File: src/rtl/lector_de_memoria.sv
// ---------------------------------------------------------------------------
// lector_de_memoria: SEL-strobed memory reader, valid/ready output, DONE per sweep; optional LECTOR_PENDING_EN.
// Rev 1.0
// ---------------------------------------------------------------------------
`default_nettype none

module lector_de_memoria #(
  parameter int DATA_W    = 8,
  parameter int ADDR_W    = 11,
  parameter int LAST_ADDR = 2047
) (
  input  logic              CLK,
  input  logic              RESET,
  input  logic              CE,
  input  logic              start,
  input  logic              SEL,
  output logic [ADDR_W-1:0] ADDR,
  output logic              RD_EN,
  input  logic [DATA_W-1:0] RD_DATA,
  output logic [DATA_W-1:0] DOUT,
  output logic              VALID,
  input  logic              READY,
  output logic              BUSY,
  output logic              DONE
);

  localparam logic [1:0] c_IDLE = 2'd0;
  localparam logic [1:0] c_WAIT = 2'd1;
  localparam logic [1:0] c_HOLD = 2'd2;
  localparam logic [ADDR_W-1:0] c_LAST = ADDR_W'(LAST_ADDR);

  logic [1:0]        state_q, state_d;
  logic [ADDR_W-1:0] ptr_q, ptr_d;
  logic [ADDR_W-1:0] addr_q, addr_d;
  logic              rd_en_q, rd_en_d;
  logic [DATA_W-1:0] dout_q, dout_d;
  logic              valid_q, valid_d;
  logic              done_q, done_d;
  logic              w_req;

`ifdef LECTOR_PENDING_EN
  logic pend_q, pend_d;

  // A request seen while busy is replayed in the next IDLE cycle.
  assign w_req = SEL | pend_q;

  always_comb begin
    pend_d = pend_q;
    if (start) begin
      pend_d = 1'b0;
    end else if (state_q == c_IDLE) begin
      pend_d = pend_q & SEL;
    end else begin
      pend_d = pend_q | SEL;
    end
  end

  always_ff @(posedge CLK) begin
    if (!RESET) begin
      pend_q <= 1'b0;
    end else if (CE) begin
      pend_q <= pend_d;
    end
  end
`else
  assign w_req = SEL;
`endif

  always_ff @(posedge CLK) begin
    if (!RESET) begin
      state_q <= c_IDLE;
    end else if (CE) begin
      state_q <= state_d;
    end
  end

  always_comb begin
    state_d = state_q;
    if (start) begin
      state_d = c_IDLE;
    end else begin
      case (state_q)
        c_IDLE:  if (w_req) state_d = c_WAIT;
        c_WAIT:  state_d = c_HOLD;
        c_HOLD:  if (READY) state_d = c_IDLE;
        default: state_d = c_IDLE;
      endcase
    end
  end

  // RD_EN and DONE default low so they only pulse for one enabled cycle.
  always_comb begin
    ptr_d   = ptr_q;
    addr_d  = addr_q;
    rd_en_d = 1'b0;
    dout_d  = dout_q;
    valid_d = valid_q;
    done_d  = 1'b0;
    if (start) begin
      ptr_d   = '0;
      valid_d = 1'b0;
    end else begin
      case (state_q)
        c_IDLE: begin
          if (w_req) begin
            addr_d  = ptr_q;
            rd_en_d = 1'b1;
          end
        end
        c_WAIT: begin
          dout_d  = RD_DATA;
          valid_d = 1'b1;
        end
        c_HOLD: begin
          if (READY) begin
            valid_d = 1'b0;
            if (ptr_q == c_LAST) begin
              ptr_d  = '0;
              done_d = 1'b1;
            end else begin
              ptr_d = ptr_q + 1'b1;
            end
          end
        end
        default: ;
      endcase
    end
  end

  always_ff @(posedge CLK) begin
    if (!RESET) begin
      ptr_q   <= '0;
      addr_q  <= '0;
      rd_en_q <= 1'b0;
      dout_q  <= '0;
      valid_q <= 1'b0;
      done_q  <= 1'b0;
    end else if (CE) begin
      ptr_q   <= ptr_d;
      addr_q  <= addr_d;
      rd_en_q <= rd_en_d;
      dout_q  <= dout_d;
      valid_q <= valid_d;
      done_q  <= done_d;
    end
  end

  assign ADDR  = addr_q;
  assign RD_EN = rd_en_q;
  assign DOUT  = dout_q;
  assign VALID = valid_q;
  assign DONE  = done_q;
  assign BUSY  = (state_q != c_IDLE);

endmodule

`default_nettype wire

File: config.mk
export PLATFORM = sky130hd
export DESIGN_NAME = lector_de_memoria
export DESIGN_NICKNAME = d
export VERILOG_FILES = /design/src/rtl/lector_de_memoria.sv
export SDC_FILE = /design/constraint.sdc
export NUM_CORES = 1
export LEC_CHECK = 0
export CAP_MARGIN = 20
export CORE_ASPECT_RATIO = 1.25
export CORE_MARGIN = 2
export CORE_UTILIZATION = 50
export DETAILED_ROUTE_END_ITERATION = 8
export PLACE_DENSITY = 0.85
export SLEW_MARGIN = 20
export SYNTH_ARGS = -nofsm -noshare
export SYNTH_HDL_FRONTEND = slang
export SYNTH_SLANG_ARGS = --single-unit
export TNS_END_PERCENT = 50
File: constraint.sdc
create_clock -name CLK -period 2.7 [get_ports CLK]
set_clock_uncertainty 0.2 [all_clocks]
set_input_delay 0.54 -clock CLK [delete_from_list [all_inputs] [get_ports CLK]]
set_output_delay 0.54 -clock CLK [all_outputs]
set_load 0.05 [all_outputs]
# After elaboration in Yosys (flattened, before gate mapping)
# Cells that the tools add are included.
[word_totals]
ff_bits = 35
output_inout_bits = 23
[classes]
addsub = 1
n_eq_ne = 5
n_mux = 18
bitwise = 1
reduce_logical = 10
[ops]
columns = ["operator", "n"]
rows = [
  ["11-bit 2-to-1 mux", 4],
  ["3-bit AND reduction", 4],
  ["11-bit by 1-bit adder with 11-bit output, second input constant", 1],
  ["11-bit equality test, second input constant", 1],
  ["1-bit 2-to-1 mux", 9],
  ["2-bit 2-to-1 mux", 3],
  ["3-bit inequality test, second input constant", 2],
  ["2-bit case mux with 3 select lines", 1],
  ["2-bit nonzero test", 3],
  ["4-bit AND reduction", 1],
  ["3-bit nonzero test", 1],
  ["2-bit by 1-bit equality test with 1-bit output, second input constant", 1],
  ["2-bit equality test, second input constant", 1],
  ["2-bit zero test", 1],
  ["1-bit case mux with 2 select lines", 1],
  ["1-bit NOT", 1],
]

# Longest topological paths before layout
[logic_depth]
ltp_word = 5
ltp_mapped = 5
depth_no_buf = 5

# Worst setup path before layout
# Ideal clock, no wire load.
[synth_path]
kind = "input to register"
start = "input port READY"
end = "register ptr_q[8]"
setup_ps = 70
arrival_time_ps = 1507
required_ps = 2430
path_slack_ps = 923
cell_stages = 4
path_cell_list = "nand4b_2 -> and2_4 -> or4_1 -> a21oi_1"
[synth_between]
elab_chain_len = 2
[synth_rtl]
columns = ["item", "line_no", "rtl"]
rows = [
  ["start, declared", "22", "input logic READY,"],
  ["2-bit nonzero test (no line)", "-", ""],
  ["3-bit AND reduction (no line)", "-", ""],
  ["end signal, assigned", "139", "ptr_q <= ptr_d;"],
  ["end, declared", "33", "logic [ADDR_W-1:0] ptr_q, ptr_d;"],
]
# Every way passes these cells.
# A chain may end at the register's enable or synchronous reset.

# Worst setup path in the final report
[layout_path]
start = "register state_q[0]"
end = "output port BUSY"
[layout_between]
elab_chain_len = 1
[layout_rtl]
columns = ["item", "line_no", "rtl"]
rows = [
  ["start, declared", "32", "logic [1:0] state_q, state_d;"],
  ["start signal, assigned", "71", "state_q <= c_IDLE;"],
  ["start signal, assigned", "73", "state_q <= state_d;"],
  ["2-bit nonzero test", "153", "assign BUSY = (state_q != c_IDLE);"],
  ["end, declared", "23", "output logic BUSY,"],
]
# Every way passes these cells.

==> flow_results.org <==
** Die
- Die extent in x :: 52.8 um
- In this run the vertical extent of the chip is 65.0 um.
- The floorplan has 22 rows.
- For this design the top-level I/O count stands at 37.
- Core area :: 0.00289 sq mm
- The die covers 0.00343 sq mm.
- Initial Utilization :: 51.4%

** Worst hold path
- The min-delay analysis places its worst path in the category reg -> reg.

** Clock network
- For this design, the sink count on the clock tree is 35.
- The number of gates resized after CTS was 0.
- After clock tree synthesis, the clock-pin slew on the worst setup and hold paths is 100 ps.
- For the worst-skew pair, the clock arrives at the later sink with an insertion delay of 340 ps.
- TritonCTS built the clock tree.
- Maximum buffer depth of the clock tree :: 2
- Num CTS Buffers :: 5
- CTS root buffer :: sky130_fd_sc_hd__clkbuf_4
- Post-CTS Hold Buffers :: 0
- Buffers inserted during post-CTS setup optimization :: 0
- The clock tree synthesis step divided the H-tree into 2 levels.

** STA
- Slew at the pin closest to its max-slew limit :: 504 ps
- The final number of hold-violating endpoints is 0.
- The worst path in the final design needs a cycle of 2490 ps, including I/O delays and setup.
- Setup repair after global routing left no endpoint under its margin.
- The tightest hold path in the finished design has a slack of 268 ps.
- Setup violations remaining at the end of the flow were counted as 0.
- Setup slack on the critical path of the routed design comes to 209 ps.
- The final critical path takes up 92.3% of the cycle.
- Summed over all failing endpoints, the final setup total negative slack is 0 ps.
- Relative max-transition margin :: 66.3%
- Achievable frequency :: 0.401 GHz
- The final-report max-slew violation count is 0.

** Placed design
- Buffers placed on the I/O ports in this run total 36.
- OpenSTA, run right after detailed placement, puts the worst setup slack at 244 ps.
- Once placement finished, the instance area stood at 0.00190 sq mm.
- The congestion estimate from routability-driven global placement came to 0.853.
- The wire-length estimate of the detail-placed layout is 2.55 mm.
- Including well taps, the total number of placed cells is 235.

** Pwr
- Ratio of total power to cell area :: 456 mW/mm^2
- Switching part of the total power :: 23.3%
- Sequential cells burn 59.1% of the power.
- In this run the static leakage power is 0.735 nW.
- Switching power :: 0.000209 W
- Of the total power, combinational logic draws 9.8%.
- The clock network burns 31.1% of the power.
- VDD sags by at most 418 uV.
- The internal power of the cells totals 0.000686 W.

** Yosys
- Among all flip-flop cells after synthesis, the most frequent one is sky130_fd_sc_hd__dfxtp_1.
- The synthesized netlist devotes 3.54% of its cell area to XOR and XNOR gates.
- Measured against the total synthesized area, the mux share comes to 7.41%.
- Most frequent cell after synthesis :: sky130_fd_sc_hd__dfxtp_1
- Adder-cell share of the synthesized area :: 0.842%
- Mean post-synth cell area :: 9.06 sq um
- Instance count of the mapped netlist :: 164
- In this run the cell area of the synthesized design comes to 0.00149 sq mm.
- Ys Warns :: 0
- In the synthesized netlist the async set-or-reset flop fraction comes to 0%.
- The synthesized design contains 0 enable-type register cells.
- The synthesized netlist devotes 13.8% of its cell area to compound gates.
- For this run, the register share of the synthesized area comes to 47.1%.
- Main combinational cell family by area after synthesis :: simple AND/OR/NAND/NOR gates
- Register bit count reported by yosys :: 35
- When the netlist entered floorplanning its net count stood at 179.
- The commonest cells after synthesis are sky130_fd_sc_hd__dfxtp_1 (35), sky130_fd_sc_hd__nand2_1 (26), sky130_fd_sc_hd__nor2b_1 (13).
- By area the synthesized netlist is led by sky130_fd_sc_hd__dfxtp_1 (47%), sky130_fd_sc_hd__mux2i_1 (7.4%), sky130_fd_sc_hd__nand2_1 (6.6%).
- Of the post-synthesis cell area, the dominant cell type holds 47.1%.
- Share of synthesized cell area in and, or, nand and nor gates :: 24.8%
- Number of distinct library cells after synthesis :: 32
- Summed over all instances, the cell type with the most area after synthesis is sky130_fd_sc_hd__dfxtp_1.

** Finish
- Post-Layout Cell Count :: 242
- Counting the fill cells in the layout gives 263.
- Diode count :: 0
- The area growth from synthesis to layout is 31.9%.
- For this run, the post-layout net count is 221.
- Fraction of final layout cells sized beyond drive strength 1 :: 7.77%
- After routing the design area is 0.00196 sq mm.

** Setup path
- Destination of the worst register-to-register timing path :: ptr_q[8]$_SDFFE_PN0P_
- The setup check on the worst reg-to-reg path leaves a slack of 800 ps.
- Worst r2r src :: state_q[0]$_SDFFE_PN0P_
- Crit path DAT :: 1750 ps
- Required time at the endpoint of the critical path :: 1960 ps
- In this run the worst setup path begins at state_q[0]$_SDFFE_PN0P_.
- Worst reg2reg path depth :: 4
- STA classifies the critical path startpoint as a flop.
- Along the worst path, the maximum fanout reaches 8.
- STA classifies the critical path endpoint as a primary output.
- The most critical setup path has its endpoint at BUSY.
- The critical path is of the reg -> out type.

** GRT
- The first global-routing pass estimated 5.71 mm of wire.
- For met2 alone, demand over resource in global routing was 38.6%.
- Antenna violations before repair :: 0
- Global routing used 22.7% of the available tracks.
- Entering global routing, the biggest net connects 22 pins.
- After global routing, the most crowded layer is met2.
- Number of global-route vias before repair :: 1320
- Met1 global-route usage :: 23.7%
- Global Route met3 Usage :: 7.83%
- Congestion Overflow GR :: 0

** Route
- First-pass iteration count of the detailed router :: 4
- Wires add up to 3.45 mm.
- Count of nets left with antenna violations after detail routing :: 0
- Detailed Route Iter0 Violations :: 57
- In the final routed layout, each cell accounts on average for 14.3 um.
- In the routed design, unresolved DRC markers number 0.
- After detailed routing, the number of vias per cell comes to 5.63.
- Via count :: 1362

** Run
- The tool flagged a number of max-cap violations equal to 0.

** Status
- Status :: finished clean
==> worst min-delay path by stage <==
stage,startpoint,to,slack [ps],cells after the start
4_1_cts,DOUT[5]$_SDFFE_PN0P_,DOUT[5]$_SDFFE_PN0P_,270,2
2_1_floorplan,ptr_q[10]$_SDFFE_PN0P_,ptr_q[10]$_SDFFE_PN0P_,260,2
6_report,DOUT[3]$_SDFFE_PN0P_,DOUT[3]$_SDFFE_PN0P_,270,2
5_1_grt,DOUT[5]$_SDFFE_PN0P_,DOUT[5]$_SDFFE_PN0P_,290,2
3_5_place_dp,DOUT[5]$_SDFFE_PN0P_,DOUT[5]$_SDFFE_PN0P_,260,2
3_3_place_gp,DOUT[5]$_SDFFE_PN0P_,DOUT[5]$_SDFFE_PN0P_,250,2
==> power by group through the flow <==
stage               Sequential, W  Clock [W]  Combinational [W]
finish                   0.000529   0.000279          0.0000876
global route             0.000530   0.000310          0.0000945
CTS                      0.000529   0.000290          0.0000880
detailed placement       0.000541          0          0.0000872
global placement         0.000540          0          0.0000851
floorplan                0.000547          0          0.0000385
==> placed cells by master (no fill, tap or decap), types with 6 or more instances in the layout <==
cell,Yosys,routed
sky130_fd_sc_hd__clkdlybuf4s50_1,0,36
sky130_fd_sc_hd__a21oi_1,9,9
sky130_fd_sc_hd__mux2i_1,11,11
sky130_fd_sc_hd__nand3_1,6,6
sky130_fd_sc_hd__nor2_1,11,11
sky130_fd_sc_hd__a21boi_0,11,11
sky130_fd_sc_hd__xnor2_1,6,6
sky130_fd_sc_hd__nor2b_1,13,13
sky130_fd_sc_hd__nand2_1,26,26
sky130_fd_sc_hd__dfxtp_1,35,35
==> layout make-up <==
type,count,area (sq um),share of cell area (%)
clock inverter,1,5.00,0.255
clock buffer,6,51.3,2.62
tap,36,45.0,2.30
sequential,35,701,35.7
timing repair buffer,41,398,20.3
inverter,3,11.3,0.574
multi-input combinational,120,749,38.2
==> logic make-up after synthesis <==
| group | Yosys count |
|---|---|
| AO/OA/AOI/OAI | 29 |
| buffers and inverters | 9 |
| multiplexers | 11 |
| XOR/XNOR | 6 |
| flip-flops | 35 |
| AND/OR/NAND/NOR | 73 |
| adder cells (fa/ha/maj) | 1 |
==> routing by layer <==
layer  share of wire, %  vias up
li1                   -      651
met1                 36      608
met2                 49       81
met3                9.4       22
met4                5.2        0
met5                  0        -
==> stage by stage <==
stage               power (W)  utilization [%]
finish               0.000895             67.8
global route         0.000935             67.8
CTS                  0.000907             67.8
detailed placement   0.000628             65.9
global placement     0.000625             65.9
floorplan            0.000586                -
==> critical path, cell delays in order (launching register included) <==
cell and delay, ps:
sky130_fd_sc_hd__dfxtp_1 470, sky130_fd_sc_hd__or2_2 160, sky130_fd_sc_hd__clkdlybuf4s50_1 790
==> sequential cells by signal (all words and copies together), names as in the netlist <==
| register | cells |
|---|---|
| ptr_q | 11 |
| state_q | 2 |
| VALID | 1 |
| ADDR | 11 |
| RD_EN | 1 |
| DONE | 1 |
| DOUT | 8 |
(Power assumes the default switching activity.)
